[config.mk]
export PLATFORM = sky130hd
export DESIGN_NAME = fp_mult_pipe
export DESIGN_NICKNAME = d
export VERILOG_FILES = /design/src/rtl/fp_mult_pkg.sv /design/src/rtl/fp_mult_round.sv /design/src/rtl/fp_mult_pipe.sv
export SDC_FILE = /design/constraint.sdc
export NUM_CORES = 2
export LEC_CHECK = 0
export ABC_AREA = 1
export CAP_MARGIN = 20
export CORE_MARGIN = 2
export CORE_UTILIZATION = 55
export DETAILED_ROUTE_END_ITERATION = 12
export PLACE_DENSITY = 0.73
export SYNTH_ARGS = -nofsm -noshare
export SYNTH_HDL_FRONTEND = slang
export SYNTH_HIERARCHICAL = 1
export SYNTH_SLANG_ARGS = --single-unit
export TNS_END_PERCENT = 100
[constraint.sdc]
create_clock -name CLK -period 7.1 [get_ports CLK]
set_input_delay 2.13 -clock CLK [delete_from_list [all_inputs] [get_ports CLK]]
set_output_delay 2.13 -clock CLK [all_outputs]
set_load 0.005 [all_outputs]
[src/rtl/fp_mult_pkg.sv]
// Shared types and helpers for the pipelined IEEE-754 multiplier.
package fp_mult_pkg;

  // Operand classification produced in stage 1.
  typedef enum logic [2:0] {
    CLS_ZERO,
    CLS_SUBN,
    CLS_NORM,
    CLS_INF,
    CLS_NAN
  } fp_class_e;

  // Special-case outcome, decided in stage 1 and carried down the pipe.
  typedef enum logic [1:0] {
    SPC_NONE,
    SPC_QNAN,
    SPC_INF,
    SPC_ZERO
  } fp_special_e;

  // Bit positions inside the packed flag vector.
  localparam int FLG_OVF = 0;
  localparam int FLG_UNF = 1;
  localparam int FLG_INV = 2;
  localparam int FLG_INX = 3;
  localparam int FLG_W   = 4;

  // Exponent bias for an exponent field of exp_w bits.
  function automatic int fp_bias(input int exp_w);
    return (1 << (exp_w - 1)) - 1;
  endfunction

  // Canonical quiet NaN: sign 0, exponent all ones, mantissa MSB set.
  function automatic logic [63:0] fp_qnan(input int exp_w, input int man_w);
    logic [63:0] r;
    r = ((64'd1 << exp_w) - 64'd1) << man_w;
    r = r | (64'd1 << (man_w - 1));
    return r;
  endfunction

  // Classify one operand from its field summary bits.
  function automatic fp_class_e fp_classify(input logic exp_zero, input logic exp_ones,
                                            input logic man_zero);
    if (exp_zero) return man_zero ? CLS_ZERO : CLS_SUBN;
    if (exp_ones) return man_zero ? CLS_INF : CLS_NAN;
    return CLS_NORM;
  endfunction

  // Resolve specials in priority order; subnormals count as zero.
  function automatic fp_special_e fp_special(input fp_class_e ca, input fp_class_e cb);
    logic za;
    logic zb;
    za = (ca == CLS_ZERO) || (ca == CLS_SUBN);
    zb = (cb == CLS_ZERO) || (cb == CLS_SUBN);
    if ((ca == CLS_NAN) || (cb == CLS_NAN)) return SPC_QNAN;
    if (((ca == CLS_INF) && zb) || ((cb == CLS_INF) && za)) return SPC_QNAN;
    if ((ca == CLS_INF) || (cb == CLS_INF)) return SPC_INF;
    if (za || zb) return SPC_ZERO;
    return SPC_NONE;
  endfunction

endpackage

[src/rtl/fp_mult_round.sv]
// Stage-3 combinational normalise, round-to-nearest-even and pack.
module fp_mult_round
  import fp_mult_pkg::*;
#(
  parameter  int EXP_W = 8,
  parameter  int MAN_W = 23,
  localparam int FW    = EXP_W + MAN_W + 1,
  localparam int EW2   = EXP_W + 2,
  localparam int PW    = 2 * MAN_W + 2
) (
  input  logic                  sign_i,
  input  logic signed [EW2-1:0] exp_i,
  input  logic [PW-1:0]         prod_i,
  input  logic [1:0]            spec_i,
  output logic [FW-1:0]         result_o,
  output logic [FLG_W-1:0]      flags_o
);

  localparam logic [FW-1:0]         QNAN    = FW'(fp_qnan(EXP_W, MAN_W));
  localparam logic signed [EW2-1:0] EXP_MAX = $signed({2'b00, {EXP_W{1'b1}}});

  fp_special_e           spec;
  logic [PW-2:0]         norm;
  logic [MAN_W-1:0]      mant;
  logic                  g_bit;
  logic                  r_bit;
  logic                  s_bit;
  logic                  rnd_up;
  logic [MAN_W:0]        mant_r;
  logic signed [EW2-1:0] exp_n;
  logic signed [EW2-1:0] exp_f;

  assign spec = fp_special_e'(spec_i);

  // Normalise the [1,4) product to a leading one, then round to nearest even.
  // A carry out of the rounded mantissa leaves the stored bits all zero, so
  // only the exponent needs bumping.
  always_comb begin
    norm   = prod_i[PW-1] ? prod_i[PW-2:0] : {prod_i[PW-3:0], 1'b0};
    exp_n  = exp_i + $signed({{(EW2-1){1'b0}}, prod_i[PW-1]});
    mant   = norm[PW-2:MAN_W+1];
    g_bit  = norm[MAN_W];
    r_bit  = norm[MAN_W-1];
    s_bit  = |norm[MAN_W-2:0];
    rnd_up = g_bit & (r_bit | s_bit | mant[0]);
    mant_r = {1'b0, mant} + {{MAN_W{1'b0}}, rnd_up};
    exp_f  = exp_n + $signed({{(EW2-1){1'b0}}, mant_r[MAN_W]});
  end

  // Select special, overflow, underflow or normal packed result with flags.
  always_comb begin
    result_o = '0;
    flags_o  = '0;
    case (spec)
      SPC_QNAN: begin
        result_o         = QNAN;
        flags_o[FLG_INV] = 1'b1;
      end
      SPC_INF: begin
        result_o = {sign_i, {EXP_W{1'b1}}, {MAN_W{1'b0}}};
      end
      SPC_ZERO: begin
        result_o = {sign_i, {(FW-1){1'b0}}};
      end
      default: begin
        if (exp_f >= EXP_MAX) begin
          result_o         = {sign_i, {EXP_W{1'b1}}, {MAN_W{1'b0}}};
          flags_o[FLG_OVF] = 1'b1;
          flags_o[FLG_INX] = 1'b1;
        end else if (exp_f[EW2-1] || (exp_f == '0)) begin
          result_o         = {sign_i, {(FW-1){1'b0}}};
          flags_o[FLG_UNF] = 1'b1;
          flags_o[FLG_INX] = 1'b1;
        end else begin
          result_o         = {sign_i, exp_f[EXP_W-1:0], mant_r[MAN_W-1:0]};
          flags_o[FLG_INX] = g_bit | r_bit | s_bit;
        end
      end
    endcase
  end

endmodule

[src/rtl/fp_mult_pipe.sv]
// Three-stage pipelined IEEE-754 multiplier with valid/ready on both sides.
// S1 unpack/classify/exponent sum, S2 mantissa product, S3 round and pack.
module fp_mult_pipe
  import fp_mult_pkg::*;
#(
  parameter  int EXP_W = 8,
  parameter  int MAN_W = 23,
  localparam int FW    = EXP_W + MAN_W + 1
) (
  input  logic          CLK,
  input  logic          RST,
  input  logic          in_valid,
  output logic          in_ready,
  input  logic [FW-1:0] A,
  input  logic [FW-1:0] B,
  output logic          out_valid,
  input  logic          out_ready,
  output logic [FW-1:0] result,
  output logic          overflow,
  output logic          underflow,
  output logic          invalid,
  output logic          inexact
);

  localparam int EW2 = EXP_W + 2;
  localparam int PW  = 2 * MAN_W + 2;
  localparam logic signed [EW2-1:0] BIAS = EW2'(fp_bias(EXP_W));

  // Stage 1 registers
  logic                  s1_v_q;
  logic                  s1_sign_q;
  logic signed [EW2-1:0] s1_exp_q;
  logic [MAN_W:0]        s1_ma_q;
  logic [MAN_W:0]        s1_mb_q;
  fp_special_e           s1_spec_q;
  // Stage 2 registers
  logic                  s2_v_q;
  logic                  s2_sign_q;
  logic signed [EW2-1:0] s2_exp_q;
  logic [PW-1:0]         s2_prod_q;
  fp_special_e           s2_spec_q;
  // Stage 3 (output) registers
  logic                  s3_v_q;
  logic [FW-1:0]         s3_res_q;
  logic [FLG_W-1:0]      s3_flg_q;

  // Next-state values
  logic                  s1_sign_d;
  logic signed [EW2-1:0] s1_exp_d;
  logic [MAN_W:0]        s1_ma_d;
  logic [MAN_W:0]        s1_mb_d;
  fp_special_e           s1_spec_d;
  logic [PW-1:0]         s2_prod_d;
  logic [FW-1:0]         s3_res_d;
  logic [FLG_W-1:0]      s3_flg_d;

  // Stage load enables
  logic                  s1_en;
  logic                  s2_en;
  logic                  s3_en;

  logic [EXP_W-1:0]      ea;
  logic [EXP_W-1:0]      eb;
  logic [MAN_W-1:0]      ma;
  logic [MAN_W-1:0]      mb;
  fp_class_e             cls_a;
  fp_class_e             cls_b;

  // A stage loads when it is empty or its contents move on this edge.
  always_comb begin
    s3_en    = !s3_v_q || out_ready;
    s2_en    = !s2_v_q || s3_en;
    s1_en    = !s1_v_q || s2_en;
    in_ready = s1_en;
  end

  // S1: unpack, classify, resolve specials, biased exponent sum.
  always_comb begin
    ea        = A[FW-2:MAN_W];
    eb        = B[FW-2:MAN_W];
    ma        = A[MAN_W-1:0];
    mb        = B[MAN_W-1:0];
    cls_a     = fp_classify(ea == '0, &ea, ma == '0);
    cls_b     = fp_classify(eb == '0, &eb, mb == '0);
    s1_spec_d = fp_special(cls_a, cls_b);
    s1_sign_d = A[FW-1] ^ B[FW-1];
    s1_exp_d  = $signed({2'b00, ea}) + $signed({2'b00, eb}) - BIAS;
    s1_ma_d   = {1'b1, ma};
    s1_mb_d   = {1'b1, mb};
  end

  // S2: full-width mantissa product.
  always_comb begin
    s2_prod_d = {{(MAN_W+1){1'b0}}, s1_ma_q} * {{(MAN_W+1){1'b0}}, s1_mb_q};
  end

  fp_mult_round #(
    .EXP_W (EXP_W),
    .MAN_W (MAN_W)
  ) u_round (
    .sign_i   (s2_sign_q),
    .exp_i    (s2_exp_q),
    .prod_i   (s2_prod_q),
    .spec_i   (s2_spec_q),
    .result_o (s3_res_d),
    .flags_o  (s3_flg_d)
  );

  // Stage 1 register: capture classified operands on accept.
  always_ff @(posedge CLK or negedge RST) begin
    if (!RST) begin
      s1_v_q    <= 1'b0;
      s1_sign_q <= 1'b0;
      s1_exp_q  <= '0;
      s1_ma_q   <= '0;
      s1_mb_q   <= '0;
      s1_spec_q <= SPC_NONE;
    end else if (s1_en) begin
      s1_v_q <= in_valid;
      if (in_valid) begin
        s1_sign_q <= s1_sign_d;
        s1_exp_q  <= s1_exp_d;
        s1_ma_q   <= s1_ma_d;
        s1_mb_q   <= s1_mb_d;
        s1_spec_q <= s1_spec_d;
      end
    end
  end

  // Stage 2 register: product plus the stage-1 classification.
  always_ff @(posedge CLK or negedge RST) begin
    if (!RST) begin
      s2_v_q    <= 1'b0;
      s2_sign_q <= 1'b0;
      s2_exp_q  <= '0;
      s2_prod_q <= '0;
      s2_spec_q <= SPC_NONE;
    end else if (s2_en) begin
      s2_v_q <= s1_v_q;
      if (s1_v_q) begin
        s2_sign_q <= s1_sign_q;
        s2_exp_q  <= s1_exp_q;
        s2_prod_q <= s2_prod_d;
        s2_spec_q <= s1_spec_q;
      end
    end
  end

  // Stage 3 register: rounded result and flags, held while stalled.
  always_ff @(posedge CLK or negedge RST) begin
    if (!RST) begin
      s3_v_q   <= 1'b0;
      s3_res_q <= '0;
      s3_flg_q <= '0;
    end else if (s3_en) begin
      s3_v_q <= s2_v_q;
      if (s2_v_q) begin
        s3_res_q <= s3_res_d;
        s3_flg_q <= s3_flg_d;
      end
    end
  end

  assign out_valid = s3_v_q;
  assign result    = s3_res_q;
  assign overflow  = s3_flg_q[FLG_OVF];
  assign underflow = s3_flg_q[FLG_UNF];
  assign invalid   = s3_flg_q[FLG_INV];
  assign inexact   = s3_flg_q[FLG_INX];

endmodule
* After elaboration in Yosys (flattened, before gate mapping)
Cells that the tools add are included.
W data, S select, Z words.
** Word-level totals
- Memories kept :: 0
- Latch bits :: 0
- Bits in read-only memories :: 0
- Memory bits (writable) :: 0
- Output and inout bits :: 38
- Register bits :: 161
** Operators by class
- Divide/modulo/power cells :: 0
- Bitwise gates (word level) :: 6
- Multipliers :: 1
- $add $sub $neg :: 5
- Shift-type cells :: 0
- Reduce and logical (&&, ||, !) cells :: 29
- Eq/ne operators :: 9
- Muxes and demuxes :: 48
- $lt $le $gt $ge :: 1
** Operators with widths (count)
- $pmux W32 S3 :: 1
- $mux W31 :: 2
- $mul A24 B24 Y48 :: 1
- $mux W47 :: 1
- $logic_not A23 Y1 :: 2
- $mux W3 :: 10
- $mux W1 :: 25
- $add A23 B1 Y24 :: 1
- $reduce_or A22 Y1 :: 1
- $add A10 B2 Y10 :: 2
- $mux W2 :: 9
- $logic_not A8 Y1 :: 2
- $reduce_and A8 Y1 :: 2
- $ge A10 B9 Y1 const B :: 1
- $logic_not A10 Y1 :: 1
- $logic_or A1 B1 Y1 :: 10
- $sub A9 B7 Y10 const B :: 1
- $add A8 B8 Y9 :: 1
- $eq A3 B1 Y1 const B :: 2
- $eq A3 B2 Y1 const B :: 2
- $eq A3 B3 Y1 const B :: 2
- $logic_not A3 Y1 :: 2
- $reduce_and A2 Y1 :: 3
- $eq A2 B2 Y1 const B :: 2
- 7 further kinds :: 13

* Longest topological paths before layout
- Word-level depth :: 21
- Depth in mapped cells :: 31
- Gate-level depth less buffers :: 29

* By module
The synthesis kept the hierarchy.
** Modules (own cells, without submodules)
- fp_mult_pipe :: seq. area each 4003.8 um2, cells each 3573, times used 1, area each 27281.2 um2
- fp_mult_round :: seq. area each 0.0 um2, cells each 359, times used 1, area each 1810.5 um2

* Worst setup path before layout
No wires, ideal clock.
- Path kind :: register to register
- From :: register s1_ma_q[13]
- To :: register s2_prod_q[32]
- Clock period less this slack :: 5945 ps
- Library setup time :: 117 ps
- Required time :: 6983 ps
- Stages on the path, launching flop included :: 29
- Slack :: 1155 ps
- Data arrival time :: 5828 ps
- Path through :: dfrtp_1 clkbuf_1 clkbuf_1 nand2_1 fa_1 inv_1 fa_1 inv_1 fa_1 inv_1 fa_1 inv_1 fa_1 inv_1 fa_1 inv_1 fa_1 inv_1 ha_1 nand2_2 nor2_2 and2_1 nand3b_1 nand3_2 nand2_1 nand2_1 nand2_1 nand3_1 nand2_1
** On the way
- Cells in the longest elaborated chain, start to end :: 1
** Ends and longest elaborated chain
- start, declared :: line fp_mult_pipe.sv:33 : logic [MAN_W:0] s1_ma_q;
- start signal, assigned :: line fp_mult_pipe.sv:123 : s1_ma_q <= s1_ma_d;
- $mul A24 B24 Y48 :: line fp_mult_pipe.sv:94 : s2_prod_d = {{(MAN_W+1){1'b0}}, s1_ma_q} * {{(MAN_W+1){1'b0}}, s1_mb_q};
- end signal, assigned :: line fp_mult_pipe.sv:143 : s2_prod_q <= s2_prod_d;
- end, declared :: line fp_mult_pipe.sv:40 : logic [PW-1:0] s2_prod_q;
No other way between the ends.
A chain may end at the register's enable or synchronous reset.

* Worst setup path after layout
- From :: register s1_ma_q[12]
- To :: register s2_prod_q[27]
The elaborated chain is that of the path after synthesis.

==> results by group <==
Outcome
  – Status: complete, no violations

Global routing
  – Initial antenna violation count: 0
  – Met1 Usage GRT: 0.394
  – Vias in the first global route: between 20000 and 25000
  – GR Util met3: 0.0492
  – Met2 Use GR: 0.469
  – Total Routing Usage GR: 0.290
  – Largest net degree at the start of global routing: 105
  – Grt total ovfl: 0
  – Layer with the highest usage: met2
  – First-pass GRT wire length: between 100000 and 150000 um

Die
  – Die width: around 230 um
  – Initial core utilization: 0.555
  – Core area: 52400 um2
  – Die area: ~55000 um2
  – Num rows: 84
  – Die H: between 200 and 250 um
  – # IOs: 106

Clock network
  – Total CTS buffers: 17
  – Total setup buffers inserted after CTS: 0
  – CTS root buf: clkbuf_16
  – Maximum buffer depth of the clock tree: 2
  – Clk Latency, worst-skew pair: approximately 460 ps
  – H-tree levels: 4
  – Clock transition at path regs: 70 ps
  – CTS sink count: 160
  – CTS tree: done

Yosys
  – Syn_area_per_cell: 7.40 um2
  – Syn_nets: 4679
  – Ys Warns: 6
  – Sequential share of the synthesized area: 0.138
  – Post-Syn Instances: around 3900
  – Yosys reg bits: 160
  – Synthesized area: between 20000 and 30000 um2
  – Post-synth cell types: 44

Worst hold path
  – Hold path depth: 2
  – Worst min-delay path class: flip-flop to flip-flop
  – Hold endpoint: s2_sign_q
  – Hold wc startpoint: s1_sign_q

Placement
  – HPWL Detailed: around 62000 um
  – RePlAce Congestion: a little over 0.9
  – Cell Area, Placed: 30800 um2
  – IO buf count: roughly 110
  – Placed cells: 4615
  – Pre-CTS setup slack: between 300 and 400 ps

Final layout
  – Fill count: between 4000 and 5000
  – Post-route cell area: ~31000 um2
  – Syn-to-layout area delta: 7.94%
  – Share of cells above drive strength 1: 0.0604
  – ANT cells: 0
  – Final non-filler cell total: 4645
  – Final net count: between 4000 and 5000

Critical path
  – WP data required: roughly 7400 ps
  – Worst r2r dst: s2_prod_q[27]
  – Worst EP arrival: between 7000 and 8000 ps
  – Worst Path Max Fanout: 17
  – FF-to-FF path depth: 24
  – Crit. End Element: flip-flop
  – Reg2reg setup slack: between 300 and 400 ps
  – Reg2reg start: s1_ma_q[12]
  – Crit start category: flip-flop
  – CP Class: flip-flop to flip-flop

Job
  – Max_cap viols: 0

Route
  – Via density: just over 5
  – Final WL: roughly 75000 um
  – Drt drc: 0
  – DR WL/cell: roughly 16 um
  – Drt first pass iters: 5
  – Vias: 23556
  – Final ANT Viol Nets: 0
  – Starting DRT DRC Count: about 1900

STA
  – Crit path time final: between 6000 and 7000 ps
  – Skew final: about 22 ps
  – Fin worst setup slack: 356 ps
  – RSZ-0062 raised after global routing: no
  – Final Hold Fails: 0
  – Worst-margin pin slew: 1020 ps
  – Final setup vio count: 0
  – Setup tns final: 0 ps
  – Slew Limit Headroom: 0.318
  – Fin crit share: 0.950
  – Achievable Freq: about 150 MHz
  – Final slew viol count: 0
worst max path at each step:
stage | endpoint | start
2_1_floorplan | s2_prod_q[32] | s1_ma_q[13]
3_3_place_gp | s2_prod_q[27] | s1_ma_q[19]
3_5_place_dp | s2_prod_q[27] | s1_ma_q[19]
4_1_cts | s2_prod_q[27] | s1_ma_q[19]
5_1_grt | s2_prod_q[27] | s1_ma_q[11]
6_report | s2_prod_q[27] | s1_ma_q[12]
metrics by stage:
stage	hold WS, ps	utilization
finish	474	0.599
global route	487	0.599
CTS	472	0.599
detailed placement	466	0.587
global placement	454	0.587
floorplan	442	-
area by class of cell:
class                   instances  area, um2  share of cell area
multi-input cells            2473      20200               0.642
inverters                    1121       4210               0.134
flip-flops and latches        160       4010               0.128
repair buffers                173       1560              0.0498
well taps                     688        861              0.0274
clock buffers                  18        439              0.0140
clock inverters                12        175             0.00558
state kept, by name, summed over array words and instances, names as in the netlist, 2 cells and up:
signal and count:
s2_spec_q 2, s2_exp_q 10, s3_flg_q 4, s1_spec_q 2
s1_mb_q 23, s1_ma_q 24, s2_prod_q 48, result 32
s1_exp_q 10
routing by layer:
metal  part of all wire  vias to the layer above
li1                   -                    11172
met3              0.075                      149
met4              0.036                        0
met2               0.46                      867
met1               0.43                    11368
met5                  0                        -
critical path, cell delays in order, from the launching register on:
cell     delay, ps
dfrtp_1        930
buf_4          310
nand2_1         60
inv_1          110
fa_1           420
inv_1          100
fa_1           420
inv_1           90
fa_1           450
fa_1           660
fa_1           480
fa_1           530
inv_1           60
fa_1           480
inv_1           40
ha_1           360
nand2_1        120
nor2_1         220
nand2_1        110
nor2_1         110
nand2_1         70
nand3_2        130
a21oi_1         70
o21ai_0        200
nand2_1         80
cells in the mapped netlist, drive strengths merged:
| library cell | number | area (um2) |
|---|---|---|
| a21o | 1 | 7.51 |
| a21oi | 37 | 185 |
| a221oi | 1 | 8.76 |
| a31oi | 1 | 6.26 |
| and2 | 2 | 12.5 |
| buf | 24 | 153 |
| clkbuf | 154 | 578 |
| clkinv | 2 | 8.75 |
| dfrtp | 160 | 4000 |
| fa | 484 | 9690 |
| ha | 195 | 2440 |
| inv | 1119 | 4200 |
| mux2 | 36 | 405 |
| nand2 | 1219 | 4650 |
| nand3 | 108 | 596 |
| nand3b | 5 | 37.5 |
| nand4 | 30 | 194 |
| nor2 | 180 | 841 |
| nor3 | 9 | 50.1 |
| nor4 | 4 | 25.0 |
| o21a | 2 | 15.0 |
| o21ai | 104 | 539 |
| o21bai | 5 | 37.5 |
| o22ai | 2 | 12.5 |
| o31a | 1 | 8.76 |
| or2 | 9 | 56.3 |
| xnor2 | 23 | 201 |
| xor2 | 15 | 131 |
placed cells by master (no fill, tap or decap), types with 6 or more instances in the layout:
cell type	instances
nor2_1	142
nor2_4	14
nand4_1	29
xor2_1	15
nand3_1	97
buf_4	68
nor3_1	8
xnor2_1	23
fa_1	484
a21oi_1	37
nand3_2	11
o21ai_1	17
o21ai_0	82
inv_1	1105
clkbuf_16	17
nand2_2	24
or2_2	6
mux2_2	36
nand2_1	1193
clkdlybuf4s50_1	104
nor2_2	24
dfrtp_1	159
inv_2	14
ha_1	195
kinds of logic after synthesis:
group | count (synthesis) | synth area share
fa+ha+maj | 679 | 0.417
flops | 160 | 0.138
buf+inv | 1299 | 0.170
mux | 36 | 0.0139
simple gates | 1566 | 0.222
compound gates | 154 | 0.0282
xor+xnor | 38 | 0.0114
repair_timing:
action                                 in CTS  in global routing
endpoints found under the hold margin       0                  0
hold buffers                                0                  0
resized for setup                           0                  1
setup endpoints to repair                   0                  4
Power is left out: the tool's default activity adds up to more than one toggle a clock period on the data nets, which glitch-free logic cannot reach.
